### config.mk
export PLATFORM = sky130hd
export DESIGN_NAME = booth_mult_seq
export DESIGN_NICKNAME = d
export VERILOG_FILES = /design/src/rtl/booth_mult_seq.sv
export SDC_FILE = /design/constraint.sdc
export NUM_CORES = 1
export LEC_CHECK = 0
export BUFFER_PORTS_ARGS = -buffer_cell sky130_fd_sc_hd__buf_2
export CORE_ASPECT_RATIO = 1.1
export CORE_UTILIZATION = 62
export DETAILED_ROUTE_END_ITERATION = 16
export PLACE_DENSITY = 0.86
export REMOVE_ABC_BUFFERS = 1
export SKIP_CTS_REPAIR_TIMING = 1
export SLEW_MARGIN = 20
export SYNTH_ARGS = -nofsm -noshare
export SYNTH_HDL_FRONTEND = slang
export SYNTH_SLANG_ARGS = --single-unit
### constraint.sdc
create_clock -name clk -period 10.85 [get_ports clk]
set_input_delay 2.17 -clock clk [delete_from_list [all_inputs] [get_ports clk]]
set_output_delay 2.17 -clock clk [all_outputs]
set_load 0.02 [all_outputs]
### src/rtl/booth_mult_seq.sv
// rtl/booth_mult_seq.sv - Sequential radix-2 Booth multiplier, signed or unsigned
//
// Purpose: multiplies two WIDTH-bit operands, one Booth step per clock,
// with a valid/ready handshake on both sides. One operation in flight.
//
// Ports:
//   clk          rising-edge clock
//   rst          synchronous active-high reset
//   in_valid     operands and mode valid this cycle
//   in_ready     block accepts operands this cycle (IDLE only)
//   a, b         multiplicand, multiplier (WIDTH bits)
//   signed_mode  1 = two's complement operands, 0 = unsigned
//   out_valid    p holds a valid product (DONE only)
//   out_ready    consumer takes p this cycle
//   p            product (2*WIDTH bits), held stable in DONE
//   busy         high while iterating (RUN only)

module booth_mult_seq #(
    parameter int WIDTH = 16,
    parameter int CNT_W = $clog2(WIDTH + 2)
) (
    input  logic                 clk,
    input  logic                 rst,
    input  logic                 in_valid,
    output logic                 in_ready,
    input  logic [WIDTH-1:0]     a,
    input  logic [WIDTH-1:0]     b,
    input  logic                 signed_mode,
    output logic                 out_valid,
    input  logic                 out_ready,
    output logic [2*WIDTH-1:0]   p,
    output logic                 busy
);

    // Operands are extended by one bit so unsigned values become
    // non-negative signed values and a single signed Booth datapath
    // serves both modes.
    localparam int XW = WIDTH + 1;
    // One extra guard bit so add/subtract cannot overflow before the shift.
    localparam int AW = WIDTH + 2;

    typedef enum logic [1:0] {
        IDLE,
        RUN,
        DONE
    } state_t;

    state_t            state;
    logic [XW-1:0]     mcand;
    logic [XW-1:0]     q;
    logic              q_m1;
    logic [AW-1:0]     acc;
    logic [CNT_W-1:0]  cnt;

    logic [AW-1:0]       mcand_ext;
    logic [AW-1:0]       sum;
    logic [AW-1:0]       acc_nxt;
    logic [XW-1:0]       q_nxt;
    logic [2*WIDTH-1:0]  prod_nxt;

    assign mcand_ext = {mcand[XW-1], mcand};

    always_comb begin
        sum = acc;
        case ({q[0], q_m1})
            2'b01:   sum = acc + mcand_ext;
            2'b10:   sum = acc - mcand_ext;
            default: sum = acc;
        endcase
    end

    // Arithmetic right shift of {sum, q, q_m1}; q_m1 picks up q[0] below.
    assign acc_nxt  = {sum[AW-1], sum[AW-1:1]};
    assign q_nxt    = {sum[0], q[XW-1:1]};
    // Full product sits in {acc[XW-1:0], q}; keep its low 2*WIDTH bits.
    assign prod_nxt = {acc_nxt[WIDTH-2:0], q_nxt};

    always_ff @(posedge clk) begin
        if (rst) begin
            state     <= IDLE;
            in_ready  <= 1'b1;
            out_valid <= 1'b0;
            busy      <= 1'b0;
            p         <= '0;
            acc       <= '0;
            cnt       <= '0;
            q_m1      <= 1'b0;
            mcand     <= '0;
            q         <= '0;
        end else begin
            case (state)
                IDLE: begin
                    if (in_valid) begin
                        mcand    <= signed_mode ? {a[WIDTH-1], a} : {1'b0, a};
                        q        <= signed_mode ? {b[WIDTH-1], b} : {1'b0, b};
                        acc      <= '0;
                        q_m1     <= 1'b0;
                        cnt      <= CNT_W'(WIDTH + 1);
                        state    <= RUN;
                        in_ready <= 1'b0;
                        busy     <= 1'b1;
                    end
                end
                RUN: begin
                    acc  <= acc_nxt;
                    q    <= q_nxt;
                    q_m1 <= q[0];
                    cnt  <= cnt - 1'b1;
                    // Last step: publish the product in the same edge so
                    // out_valid rises exactly WIDTH+1 edges after accept.
                    if (cnt == CNT_W'(1)) begin
                        p         <= prod_nxt;
                        state     <= DONE;
                        busy      <= 1'b0;
                        out_valid <= 1'b1;
                    end
                end
                DONE: begin
                    if (out_ready) begin
                        state     <= IDLE;
                        out_valid <= 1'b0;
                        in_ready  <= 1'b1;
                    end
                end
                default: begin
                    state     <= IDLE;
                    in_ready  <= 1'b1;
                    out_valid <= 1'b0;
                    busy      <= 1'b0;
                end
            endcase
        end
    end

endmodule
== Yosys cells after proc, flatten, opt, wreduce, memory -nomap -nowiden ==
Cells that the tools add are included.

* Add/subtract/negate cells: 3
* Equal/unequal tests: 8
* Muxes and demuxes: 23
* Bitwise operators: 3
* Reduce and logical (&&, ||, !) cells: 9

{| class="wikitable"
|+ Operators by type and width
! operator !! count
|-
| $pmux 18 s2 || 2
|-
| $mux 17 || 3
|-
| $pmux 17 s2 || 1
|-
| $add 18x18->18 || 1
|-
| $mux 18 || 1
|-
| $sub 18x18->18 || 1
|-
| $reduce_and 3->1 || 4
|-
| $pmux 5 s2 || 1
|-
| $pmux 1 s3 || 3
|-
| $mux 1 || 6
|-
| $mux 2 || 3
|-
| $ne 2x2->1 const B || 3
|-
| $pmux 2 s3 || 1
|-
| $reduce_and 2->1 || 3
|-
| $eq 5x1->1 const B || 1
|-
| $mux 5 || 1
|-
| $sub 5x1->5 const B || 1
|-
| $eq 2x1->1 const B || 2
|-
| $eq 2x2->1 const B || 2
|-
| $not 1->1 || 3
|-
| $logic_not 2->1 || 1
|-
| $pmux 1 s2 || 1
|-
| $reduce_bool 2->1 || 1
|}

* Register bits: 95

== Logic depth before layout (Yosys ltp) ==
* Depth in word-level cells: 3
* Depth in mapped cells: 15
* Depth with buffers taken out: 14

== Worst setup path after synthesis ==
OpenSTA, ideal clock, no wires.

* Path kind: reg-to-reg
* Start point: register mcand[3]
* End point: register acc[16]
* Library setup time: 0.123 ns
* Arrival time: 3.376 ns
* Data required time: 10.727 ns
* Setup slack: 7.351 ns
* Stages on the path, launching flop included: 15
* Period minus slack after synthesis: 3.499 ns
* Path through: dfxtp_1 or4_4 nor3_1 nor3b_1 a31oi_1 xnor2_1 ha_1 clkbuf_1 nand4_1 a21oi_1 o21ai_0 a21oi_1 and4b_1 a211oi_2 mux2_1

* Cells in the longest elaborated chain, start to end: 3

{| class="wikitable"
|+ RTL lines
! what !! RTL line !! text
|-
| start: declaration || 49 || <nowiki>logic [XW-1:0] mcand;</nowiki>
|-
| start signal: assignment || 94 || <nowiki>mcand <= signed_mode ? {a[WIDTH-1], a} : {1'b0, a};</nowiki>
|-
| $sub 18x18->18 or $add 18x18->18 (tied branches) || 67, 66 ||
|-
| $pmux 18 s2 (*) || 65 || <nowiki>case ({q[0], q_m1})</nowiki>
|-
| $pmux 18 s2 (*) || 91 || <nowiki>case (state)</nowiki>
|-
| end signal: assignment || 105 || <nowiki>acc <= acc_nxt;</nowiki>
|-
| end: declaration || 52 || <nowiki>logic [AW-1:0] acc;</nowiki>
|}

Every way passes the cells marked *; elsewhere a longest branch is shown, timed or not.
A chain may end at the register's enable or synchronous reset.

== Worst setup path in the final report ==
Same ends and word-level chain as after synthesis.

==> impl_results.md <==
- Status: finished clean
- Max-cap viol count: 0
- Layout Nets: around 750
- Crit path kind: flop to flop
- Ports: 72
- Gr ovfl total: 0
- Util after Layout: 72.51%
- Largest net degree at the start of global routing: 100
- Startpoint Class: flop
- Initial Utilization: about two thirds
- Leakage: 2.172 nW
- Initial drt markers: 250
- Area growth from synthesis to layout: 11.45%
- Post-synthesis sequential area ratio: 38.28%
- Clk slew on worst S/H paths: 100 ps
- Max-slew headroom: 34.66%
- # rows: 33
- Mapped Area: 4916 um2
- # H-tree levels: 3
- CTS Root Cell: clkbuf_8
- Fin crit period: 3857 ps
- Ys async rst share: 0%
- GPL Wtd Cong: 0.8673
- Cell Count, Final, Fillers Out: 796
- Clock Path Buffers: 2
- Clock sink total: 94
- GRT Total Usage: about 30%
- Routed WL per cell: 14.41 um
- Diode count: 0
- Drt via density: 5.858
- Antenna Nets Post-Route: 0
- Fmax: 259.3 MHz
- Pre-antenna DRT Iters: 4
- Syn_area_per_cell: 7.657 um2
- Die Area: 8289 um2
- Critical path, cell by cell: or4_4 > nor3_1 > nor3b_1 > a31oi_1 > xnor2_1 > ha_1 > nand2_1 > o21ai_1 > o21ai_0 > a21oi_1 > and4b_1 > a211oi_2 > mux2_1
- Worst-Margin Slew: 977.7 ps
- Critical path's largest stage delay: 560 ps
- Most frequent cells in the layout: 116 x nand2_1, 100 x a21oi_1, 94 x dfxtp_1
- #FFs+latches synth: between 90 and 100
- Pwr per Cell Area: between 150 and 200 nW/um2
- Post-route setup TNS: 0 ps
- Final WL: 11,470 um
- Final Hold Fails: 0
- Worst Path Required: 11,120 ps
- CTS Buf Count: 9
- Crit-path leading delay family: simple AND/OR/NAND/NOR gates
- Critical path arrival: 4120 ps
- Synth Instances: 642
- Drt drc: 0
- Vias in the first global route: 4,449
- Critical Path End Type: flop
- CP max stage cell: or4_4
- Leading cell type in the layout, fill and taps excluded: nand2_1
- Worst Skew: 13.30 ps
- Top_reg_cell synth: dfxtp_1
- Placed insts: approximately 800
- Initial antenna violation count: 0
- Share of layout cells above drive strength 1: between 10% and 20%
- Yosys warnings: 0
- # setup viols final: 0
- DR vias: ~4,700
- Die Wd: between 80 and 90 um
- CTS tree: yes
- Worst VDD drop: 0.1098 mV
- Worst-Skew Late Latency: roughly 370 ps
- Buf/Inv on CP: 0
- Final worst-path cycle share: 35.54%
- Worst hold path class: flop to flop
- DPL Wire Length: roughly 7900 um
- DP Worst Slack: 6731 ps
- Synth unique cells: 56
- Placeable Area: 7556 um2
- RSZ-0062 raised after global routing: false
- PnR worst setup slack: 6993 ps
- Final Max Slew Viols: 0
- CP Max Fanout: 10
- First-pass GRT wire length: 19,380 um
- Die Height: about 95 um
- Number of I/O port buffers: 71
- Post-synth EDFFs: 0
## area by class of cell
| type | count | area (um2) |
|---|---|---|
| Timing Repair Buffer | 76 | 392.9 |
| Tap cell | 105 | 131.4 |
| Multi-Input combinational cell | 486 | 2811 |
| Clock inverter | 7 | 66.31 |
| Sequential cell | 94 | 1882 |
| Fill cell | 645 | 2077 |
| Clock buffer | 9 | 123.9 |
| Inverter | 19 | 71.32 |
## layer usage
layer	vias to the layer above	GRT usage, %	part of all wire [%]
met2	113	53.61	51
met3	30	5.195	3.8
met1	2186	33.06	42
li1	2334	-	-
met4	0	15.00	2.6
met5	-	0	0
## Yosys cell counts (3+ instances only)
cell type,number,area [um2]
a22oi_1,17,127.6
ha_1,21,262.8
mux2i_1,5,50.05
o21ai_1,5,25.02
buf_1,5,18.77
nor2_1,60,225.2
o21ai_0,12,60.06
inv_1,19,71.32
o31ai_1,4,30.03
xnor2_1,16,140.1
nor3_1,21,105.1
clkbuf_1,38,142.6
a21o_1,4,30.03
a31oi_1,5,31.28
dfxtp_1,94,1882
mux2_1,3,33.78
a311oi_1,5,43.79
a211oi_1,8,60.06
xor2_1,8,70.07
a2111oi_0,3,26.28
nand2b_1,7,43.79
a21oi_1,100,500.5
nand3_1,15,75.07
nor2b_1,5,31.28
a32oi_1,4,35.03
nand2_1,116,435.4
and2_1,4,25.02
## final timing paths
kind                               from                   end  slack (ps)  cells after the start
setup / recovery  mcand[3]$_SDFFE_PP0P_  acc[16]$_SDFFE_PP0P_        6990                     13
hold reg to reg      p[23]$_SDFFE_PP0P_    p[23]$_SDFFE_PP0P_         450                      2
hold / removal       p[23]$_SDFFE_PP0P_    p[23]$_SDFFE_PP0P_         450                      2
setup reg to reg  mcand[3]$_SDFFE_PP0P_  acc[16]$_SDFFE_PP0P_        6990                     13
## logic make-up (layout without fill, tap and decap cells)
family,count (synthesis),in the layout,share of synthesized area (%)
simple gates,247,247,22.27
xor+xnor,24,24,4.276
compound gates,184,184,22.75
flops,94,94,38.28
buf+inv,62,111,4.734
fa+ha+maj,22,22,5.752
mux,9,9,1.934
## report_power, final
group          leakage, nW  switching, mW  total [mW]  internal [mW]
Clock               0.0949          0.135       0.223         0.0884
Combinational         1.31          0.152       0.249         0.0970
Sequential           0.766         0.0177       0.382          0.365
Total                 2.17          0.304       0.855          0.550
## flip-flops by register name, summed over array words and instances, names as in the netlist
register and flops:
mcand 17, cnt 5, q_m1 1, p 32, in_ready 1, q 17, acc 17, out_valid 1
state 2, busy 1
## worst min-delay path: cells and delay by family, from the launching register on
family	cells	cell delay (ps)
AOI/OAI and AO/OA	1	50
DFF	1	320
and+or+nand+nor	1	50
## metrics by stage
step / power (mW) / hold slack, ps / cell area (um2)
after floorplan: 0.5686 / 433.4 / 4755
after global placement: 0.6242 / 437.6 / 5286
after detailed placement: 0.6336 / 440.9 / 5286
after CTS: 0.8558 / 455.6 / 5477
after global routing: 0.9038 / 479.9 / 5479
final: 0.8546 / 453.4 / 5479
Note: power is estimated with default switching activity, not from simulation.
